File: src/rtl/imem_loader.sv
// Boot-time instruction loader: clears IMEM, streams an image in from address 0,
// then holds the CPU in reset for RESET_HOLD cycles before releasing it.
module imem_loader #(
  parameter int                WIDTH      = 12,
  parameter int                IMEM_DEPTH = 256,
  parameter int                ADDR_WIDTH = $clog2(IMEM_DEPTH),
  parameter logic [WIDTH-1:0]  CLEAR_WORD = 12'h000,
  parameter int                RESET_HOLD = 4
) (
  input  logic                  clk,
  input  logic                  reset,
  input  logic                  s_valid,
  output logic                  s_ready,
  input  logic [WIDTH-1:0]      s_data,
  input  logic                  s_last,
  input  logic                  reload,
  output logic                  imem_we,
  output logic [ADDR_WIDTH-1:0] imem_waddr,
  output logic [WIDTH-1:0]      imem_wdata,
  output logic                  cpu_reset,
  output logic                  done,
  output logic                  error,
  output logic [ADDR_WIDTH:0]   word_count
);

  typedef enum logic [2:0] {
    ST_CLEAR,
    ST_LOAD,
    ST_HOLD,
    ST_RUN,
    ST_ERROR
  } state_t;

  localparam logic [ADDR_WIDTH-1:0] LAST_ADDR = ADDR_WIDTH'(IMEM_DEPTH - 1);
  localparam logic [7:0]            HOLD_LAST = 8'(RESET_HOLD - 1);

  state_t                state;
  logic [ADDR_WIDTH-1:0] addr_cnt;
  logic [7:0]            hold_cnt;

  assign s_ready = (state == ST_LOAD);

  always_ff @(posedge clk or posedge reset) begin
    if (reset) begin
      state      <= ST_CLEAR;
      addr_cnt   <= '0;
      hold_cnt   <= '0;
      cpu_reset  <= 1'b1;
      imem_we    <= 1'b0;
      imem_waddr <= '0;
      imem_wdata <= '0;
      done       <= 1'b0;
      error      <= 1'b0;
      word_count <= '0;
    end else begin
      imem_we <= 1'b0;
      case (state)
        ST_CLEAR: begin
          imem_we    <= 1'b1;
          imem_waddr <= addr_cnt;
          imem_wdata <= CLEAR_WORD;
          addr_cnt   <= addr_cnt + 1'b1;
          if (addr_cnt == LAST_ADDR) state <= ST_LOAD;
        end
        ST_LOAD: begin
          // s_ready is implied by being in this state, so s_valid alone is a handshake
          if (s_valid) begin
            imem_we    <= 1'b1;
            imem_waddr <= addr_cnt;
            imem_wdata <= s_data;
            addr_cnt   <= addr_cnt + 1'b1;
            word_count <= word_count + 1'b1;
            if (s_last) begin
              state    <= ST_HOLD;
              hold_cnt <= '0;
            end else if (addr_cnt == LAST_ADDR) begin
              state <= ST_ERROR;
              error <= 1'b1;
            end
          end
        end
        ST_HOLD: begin
          hold_cnt <= hold_cnt + 1'b1;
          if (hold_cnt == HOLD_LAST) begin
            state     <= ST_RUN;
            cpu_reset <= 1'b0;
            done      <= 1'b1;
          end
        end
        ST_RUN, ST_ERROR: begin
          if (reload) begin
            state      <= ST_CLEAR;
            cpu_reset  <= 1'b1;
            done       <= 1'b0;
            error      <= 1'b0;
            word_count <= '0;
            addr_cnt   <= '0;
          end
        end
        default: state <= ST_CLEAR;
      endcase
    end
  end

endmodule
File: config.mk
export PLATFORM = sky130hd
export DESIGN_NAME = imem_loader
export DESIGN_NICKNAME = d
export VERILOG_FILES = /design/src/rtl/imem_loader.sv
export SDC_FILE = /design/constraint.sdc
export NUM_CORES = 1
export LEC_CHECK = 0
export BUFFER_PORTS_ARGS = -buffer_cell sky130_fd_sc_hd__buf_2
export CELL_PAD_IN_SITES_DETAIL_PLACEMENT = 1
export CELL_PAD_IN_SITES_GLOBAL_PLACEMENT = 2
export CORE_MARGIN = 3
export CORE_UTILIZATION = 36
export CTS_BUF_LIST = sky130_fd_sc_hd__clkbuf_4
export CTS_CLUSTER_DIAMETER = 200
export DETAILED_ROUTE_END_ITERATION = 6
export PLACE_DENSITY = 0.82
export SLEW_MARGIN = 0
export SYNTH_ARGS = -nofsm -noshare
export SYNTH_HDL_FRONTEND = slang
export SYNTH_SLANG_ARGS = --single-unit
File: constraint.sdc
create_clock -name clk -period 2.25 [get_ports clk]
set_input_delay 0 -clock clk [delete_from_list [all_inputs] [get_ports clk]]
set_output_delay 0 -clock clk [all_outputs]
set_load 0.01 [all_outputs]
==> impl_metrics.env, run 1 <==
export IMPL_gp_congestion=0.739
export IMPL_cp_max_fo=20
export IMPL_yosys_warnings=0
export IMPL_max_freq_ghz=0.529
export IMPL_ys_ff_latch=52
export IMPL_track_usage_pct=16.9
export IMPL_crit_required_ns=2.56
export IMPL_port_buffers=50
export IMPL_p_leak_nw=1.54
export IMPL_fin_area_um2=3070
export IMPL_vias=2031
export IMPL_use_met2_pct=27.8
export IMPL_antenna_cells=0
export IMPL_synthDistinctLibCells=53
export IMPL_cts_tree="done"
export IMPL_cp_end_kind="flop"
export IMPL_fin_skew_ns=0.0139
export IMPL_drt_iter0_markers=67
export IMPL_drt_wirelength_per_cell_um=15.9
export IMPL_num_io_pins=51
export IMPL_async_flop_share_pct=100
export IMPL_cts_clk_slew_worst_paths_ns=0.15
export IMPL_global_route_usage_met1_pct=22.9
export IMPL_register_area_um2=1300
export IMPL_start_kind="flop"
export IMPL_post_cts_resized=0
export IMPL_multi_input_area_um2=1140
export IMPL_power_density_nw_per_um2=805
export IMPL_dieArea_um2=8080
export IMPL_slew_violations=0
export IMPL_grt_pass1_wl_mm=11.3
export IMPL_hold_viol=0
export IMPL_clock_sinks=52
export IMPL_hp_class="primary input to flop"
export IMPL_dr_pass1_iters=4
export IMPL_critPathBufInv=0
export IMPL_clk_path_buf_depth=2
export IMPL_die_width_um=89.9
export IMPL_synthCells=239
export IMPL_overflow=0
export IMPL_clk_latency_ns=0.37
export IMPL_post_route_drc_count=0
export IMPL_synth_edf_count=0
export IMPL_cts_buffers=5
export IMPL_peakVddDrop_mv=0.561
export IMPL_routed_wl_mm=6.30
export IMPL_grt_max_degree=21
export IMPL_initial_core_util_pct=38.6
export IMPL_n_fill_cell=753
export IMPL_top_usage_layer="met2"
export IMPL_tns_ns=0
export IMPL_arrival_ns=2.20
export IMPL_placed_cell_area_um2=2860
export IMPL_root_buffer="clkbuf_4"
export IMPL_hpwl_mm=4.42
export IMPL_drive_gt1_share_pct=25.4
export IMPL_core_um2=6570
export IMPL_crit_family="flip-flops"
export IMPL_seq_area_frac_synth_pct=51.4
export IMPL_grt_pass1_vias=2183
export IMPL_slowest_delay_ns=0.79
export IMPL_cap_violations=0
export IMPL_tightest_slew_ns=0.647
export IMPL_ant_nets=0
export IMPL_synth_avg_cell_area_um2=10.6
export IMPL_via_per_inst=5.13
export IMPL_fin_crit_ns=1.89
export IMPL_grt_antenna_before_repair=0
export IMPL_crit_path_top_delay_cell="dfrtp_1"
export IMPL_max_slew_margin_pct=56.8
export IMPL_grt_use_met3_pct=3.17
export IMPL_row_count=29
export IMPL_path_cells="and3b_1, a21oi_2, nor4b_2, a211o_1"
export IMPL_fp_dieH_um=89.9
export IMPL_synth_nets=259
export IMPL_ys_flop_type="dfrtp_1"
export IMPL_critPathKind="flop to flop"
export IMPL_period_share_pct=84.0
export IMPL_rsz0062_at_grt="false"
export IMPL_outcome="finished, final reports clean"
export IMPL_netlist_area_um2=2530
export IMPL_nets=322
export IMPL_setup_viol=0
export IMPL_area_growth_syn_to_layout_pct=21.2
export IMPL_ctsHtreeMaxLevel=2
export IMPL_total_power_mw=2.47
worst reg2reg max path: stages (launching register included):
cell,delay (ns)
dfrtp_1,0.79
and3b_1,0.30
a21oi_2,0.34
nor4b_2,0.28
a211o_1,0.13
layout make-up:
class,count,area share [%]
flip-flops and latches,52,42.4
well taps,93,3.79
repair buffers,68,13.6
clock buffers,5,1.22
inverters,4,0.489
clock inverters,3,1.51
multi-input cells,171,37.0
per-layer routing:
metal,up-vias,routed length (um)
met2,35,3060
li1,995,-
met4,0,84
met1,993,2950
met3,8,213
met5,-,0
report_power, final:
group	leakage, nW	switching [mW]	internal (mW)
logic	0.793	0.403	0.317
registers	0.700	0.148	1.06
clock network	0.0471	0.305	0.240
metrics by stage:
| step | util, % | worst slack, ns | cells | hold slack, ns |
|---|---|---|---|---|
| after CTS | 46.8 | 0.375 | 396 | 0.00142 |
| after global placement | 43.5 | 0.439 | 375 | -0.00764 |
| after detailed placement | 43.5 | 0.403 | 375 | -0.00712 |
| final | 46.8 | 0.360 | 396 | 0.0136 |
| after floorplan | - | 0.642 | 239 | 0.140 |
| after global routing | 46.8 | 0.213 | 396 | 0.00212 |
final timing paths:
| path | to | slack, ns | startpoint | depth (start not counted) |
|---|---|---|---|---|
| worst max-delay path | word_count[7]$_DFFE_PP0P_ | 0.36 | state[2]$_DFFE_PP0P_ | 4 |
| worst min-delay path | state[1]$_DFFE_PP0P_ | 0.01 | reload | 4 |
| worst max register to register | word_count[7]$_DFFE_PP0P_ | 0.36 | state[2]$_DFFE_PP0P_ | 4 |
| worst min register to register | word_count[8]$_DFFE_PP0P_ | 0.49 | word_count[8]$_DFFE_PP0P_ | 1 |
| max in group asynchronous | word_count[7]$_DFFE_PP0P_ | 1.52 | reset | 4 |
| min in group asynchronous | imem_wdata[3]$_DFFE_PP0P_ | 0.14 | reset | 3 |
kinds of logic after synthesis:
| family | share of synthesized area, % |
|---|---|
| xor+xnor | 1.38 |
| flops | 51.4 |
| compound gates | 17.4 |
| fa+ha+maj | 1.48 |
| buf+inv | 3.75 |
| mux | 5.19 |
| simple gates | 19.4 |
flip-flops by register name, summed over array words and instances (netlist names):
name        cells
addr_cnt        8
cpu_reset       1
done            1
error           1
hold_cnt        8
imem_waddr      8
imem_wdata     12
imem_we         1
state           3
word_count      9
cells in the final DEF (no fill, tap or decap), types with 2 or more instances in the layout:
master,instances
a211o_1,2
a211oi_1,3
a21oi_1,9
a21oi_2,2
a22o_1,15
and2_1,7
and3_1,5
buf_2,50
buf_4,5
clkbuf_4,5
dfrtp_1,51
dlygate4sd3_1,13
ha_1,3
inv_2,3
mux2_1,9
mux2i_1,3
nand2_1,28
nand2b_1,3
nand3_1,8
nand4_1,4
nand4b_1,2
nand4bb_1,2
nor2_1,10
nor2_2,3
nor3_1,2
nor3b_2,2
o21ai_0,2
o21ai_1,19
o31ai_1,2
or3_1,3
xor2_1,3
what timing repair did:
action                                  in CTS  in global routing
buffers inserted                             0                  0
hold buffers                                13                  0
endpoints found under the hold margin       64                  0
endpoints found under the setup margin       0                  0
synthesized netlist by cell type (2+ instances only):
cell	count	area (um2)
o31ai_1	2	15.0
nand4bb_1	2	22.5
and2_1	7	43.8
a21oi_2	2	17.5
nor2_2	3	18.8
o21ai_0	2	10.0
xor2_1	3	26.3
a211o_1	2	17.5
a21oi_1	9	45.0
ha_1	3	37.5
inv_2	2	7.51
buf_6	2	22.5
clkbuf_1	2	7.51
nand4b_1	2	17.5
or3_1	3	18.8
nor2_1	10	37.5
mux2_1	9	101
buf_4	4	30.0
buf_2	4	20.0
nor3_1	2	10.0
nand3_1	8	40.0
and3_1	5	31.3
a211oi_1	3	22.5
o21ai_1	19	95.1
mux2i_1	3	30.0
nand2_1	28	105
nand2b_1	3	18.8
a22o_1	15	131
inv_1	2	7.51
nand4_1	4	25.0
dfrtp_1	51	1280
nor3b_2	2	25.0
No activity file was read; power rests on OpenSTA's default activity.
==> run 2, diff against run 1 <==
Settings changed: ABC_AREA set to 1, CORE_UTILIZATION 36 to 29, PLACE_DENSITY 0.82 to 0.77.
Clock period 2.25 ns to 1.7 ns, I/O delays scaled along.
==> run 2 against run 1 <==
Net effect: setup slack got worse by 0.16 ns; synthesized area rose by 0.99%; non-clock buffer count rose by 5; combinational power rose to 3.1 times the previous value; die area rose by 24%; sequential share of layout area fell by 1.8 points; sequential power rose by 57%; maximum frequency rose by 26%; critical path type unchanged.
==> impl_metrics.env, run 2 <==
export IMPL_synthCells=321
export IMPL_tns_ns=0
export IMPL_ant_nets=0
export IMPL_ctsHtreeMaxLevel=2
export IMPL_fin_area_um2=3210
export IMPL_root_buffer="clkbuf_4"
export IMPL_seq_area_frac_synth_pct=50.9
export IMPL_fin_crit_ns=1.50
export IMPL_drt_wirelength_per_cell_um=13.4
export IMPL_drt_iter0_markers=82
export IMPL_outcome="finished, final reports clean"
export IMPL_slowest_delay_ns=0.47
export IMPL_grt_pass1_vias=2349
export IMPL_via_per_inst=4.70
export IMPL_finish_utilization_pct=38.3
export IMPL_crit_family="simple AND/OR/NAND/NOR gates"
export IMPL_yosys_area_share_xor_xnor_pct=2.05
export IMPL_ys_top_cells_by_area="dfrtp_1, nand2_1, nand3_1"
export IMPL_tightest_slew_ns=0.449
export IMPL_setup_viol=0
export IMPL_nets=414
export IMPL_start_kind="flop"
export IMPL_reg_top3="imem_wdata (12), word_count (9)"
export IMPL_cap_violations=0
export IMPL_synth_top_family_by_area="simple AND/OR/NAND/NOR gates"
export IMPL_yosysTopAreaCell="dfrtp_1"
export IMPL_met2_length_mm=3.40
export IMPL_critPathKind="flop to flop"
export IMPL_r2r_setup_slack_ns=0.20
export IMPL_post_route_drc_count=0
export IMPL_cp_end_kind="flop"
export IMPL_max_slew_margin_pct=70.1
export IMPL_path_cells="nor2_1, nand2_1, inv_1, nand3_1, nand2_1, nand2_1, nand2_1, nand2_1"
export IMPL_die_width_um=99.9
export IMPL_gp_congestion=0.800
export IMPL_track_usage_pct=14.3
export IMPL_port_buffers=50
export IMPL_crit_required_ns=1.98
export IMPL_worstRegToRegCells=8
export IMPL_antenna_cells=0
export IMPL_dr_pass1_iters=4
export IMPL_max_freq_ghz=0.668
export IMPL_routed_wl_mm=6.72
export IMPL_hpwl_mm=4.95
export IMPL_netlist_area_um2=2560
export IMPL_row_count=33
export IMPL_cts_buffers=5
export IMPL_synthDistinctLibCells=26
export IMPL_finalWorstSetupSlack_ns=0.202
export IMPL_route_met3_wl_um=189
export IMPL_async_flop_share_pct=100
export IMPL_grt_pass1_wl_mm=11.7
export IMPL_critPathBufInv=1
export IMPL_total_power_mw=4.90
export IMPL_hp_class="primary input to async pin"
export IMPL_top_layer="met4"
export IMPL_power_density_nw_per_um2=1530
export IMPL_synthMuxAreaShare_pct=0
export IMPL_grt_antenna_before_repair=0
export IMPL_wl_met1_mm=3.04
export IMPL_slew_violations=0
export IMPL_area_growth_syn_to_layout_pct=25.4
export IMPL_post_cts_resized=0
export IMPL_largest_register_ffs=12
export IMPL_placed_cell_area_um2=2960
export IMPL_yosysTopAreaCellShare_pct=49.9
export IMPL_crit_path_top_delay_cell="dfrtp_1"
export IMPL_dieArea_um2=9990
export IMPL_cp_max_fo=6
export IMPL_top_register="imem_wdata"
export IMPL_clk_latency_ns=0.37
export IMPL_p_leak_nw=1.74
export IMPL_ys_ff_latch=52
export IMPL_clock_sinks=52
export IMPL_clk_path_buf_depth=2
export IMPL_grt_max_degree=35
export IMPL_initial_core_util_pct=30.5
export IMPL_layout_common_cells="nand2_1, dfrtp_1, buf_2"
export IMPL_layout_commonest_cell="nand2_1"
export IMPL_pre_cts_ws_ns=0.208
export IMPL_hold_viol=0
export IMPL_fp_dieH_um=99.9
export IMPL_synth_most_common_cell="nand2_1"
export IMPL_peakVddDrop_mv=0.617
export IMPL_synth_compound_area_share_pct=8.12
export IMPL_rsz0062_at_grt="false"
export IMPL_drive_gt1_share_pct=20.5
export IMPL_synth_edf_count=0
export IMPL_post_cts_setup_buffers=0
export IMPL_synth_nets=341
export IMPL_synth_avg_cell_area_um2=7.97
export IMPL_vias=2351
export IMPL_num_io_pins=51
export IMPL_overflow=0
export IMPL_period_share_pct=88.1
export IMPL_cp_common_cell="nand2_1"
export IMPL_synth_fa_ha_area_share_pct=1.47
export IMPL_cts_clk_slew_worst_paths_ns=0.16
export IMPL_arrival_ns=1.78
export IMPL_synthSimpleGateAreaFrac_pct=30.4
export IMPL_cts_tree="done"
export IMPL_synth_top_cells_by_count="nand2_1, dfrtp_1, nand3_1, inv_1, o21ai_0"
export IMPL_yosys_warnings=0
export IMPL_core_um2=8380
export IMPL_ys_flop_type="dfrtp_1"
export IMPL_path_depth=8
export IMPL_fin_skew_ns=0.0209
-- run 2: changes by cell type after synthesis, sizes merged, moves of 4 or more --
| cell | before | now |
|---|---|---|
| nand2 | 28 | 115 |
| inv | 4 | 36 |
| nand3 | 8 | 38 |
| a22o | 15 | 1 |
| a21oi | 11 | 1 |
| mux2 | 9 | 0 |
| and2 | 7 | 0 |
| o21ai | 21 | 28 |
| nor2 | 13 | 19 |
| and3 | 5 | 0 |
| o22ai | 0 | 5 |
| buf | 10 | 6 |
-- run 2: logic make-up after synthesis --
family / Yosys count
xor+xnor: 6
simple gates: 179
fa+ha+maj: 3
compound gates: 38
flops: 52
buf+inv: 43
-- run 2: path summary, 6_finish.rpt --
check	startpoint	end
setup / recovery	state[2]$_DFFE_PP0P_	done$_DFFE_PP0P_
hold / removal	reset	imem_wdata[0]$_DFFE_PP0P_
setup reg to reg	state[2]$_DFFE_PP0P_	done$_DFFE_PP0P_
hold reg to reg	cpu_reset$_DFFE_PP1P_	cpu_reset$_DFFE_PP1P_
max in group asynchronous	reset	hold_cnt[2]$_DFFE_PP0P_
min in group clk	s_data[8]	imem_wdata[8]$_DFFE_PP0P_
-- run 2: through the flow --
| stage | instances | hold slack (ns) |
|---|---|---|
| 2_1_floorplan | 321 | 0.110 |
| 3_3_place_gp | 476 | 0.0499 |
| 3_5_place_dp | 476 | 0.0498 |
| 4_1_cts | 500 | 0.172 |
| 5_1_grt | 500 | 0.174 |
| 6_report | 500 | 0.152 |
-- run 2: worst min-delay path, delay by kind of cell --
family,cells,cell delay (ns)
buf+inv,3,0.98
-- run 2: layout make-up --
type	instances	area [um2]
Fill cell	1045	5170
Tap cell	105	131
Clock inverter	2	38.8
Inverter	36	135
Timing Repair Buffer	73	475
Multi-Input combinational cell	226	1080
Sequential cell	52	1300
Clock buffer	6	45.0
-- run 2: per-layer routing --
layer  up-vias  GRT usage, %
met5         -             0
met4         0          3.26
met3         8          2.57
met2        31          25.1
met1      1137          18.4
li1       1175             -
-- run 2: where the power goes --
part	internal, mW	switching (mW)
registers	1.61	0.285
logic	0.810	1.45
clock network	0.333	0.408
total	2.76	2.15
-- run 2: repair_timing --
action | in CTS | in global routing
hold buffers | 16 | 0
hold endpoints to repair | 32 | 0
setup endpoints to repair | 0 | 0
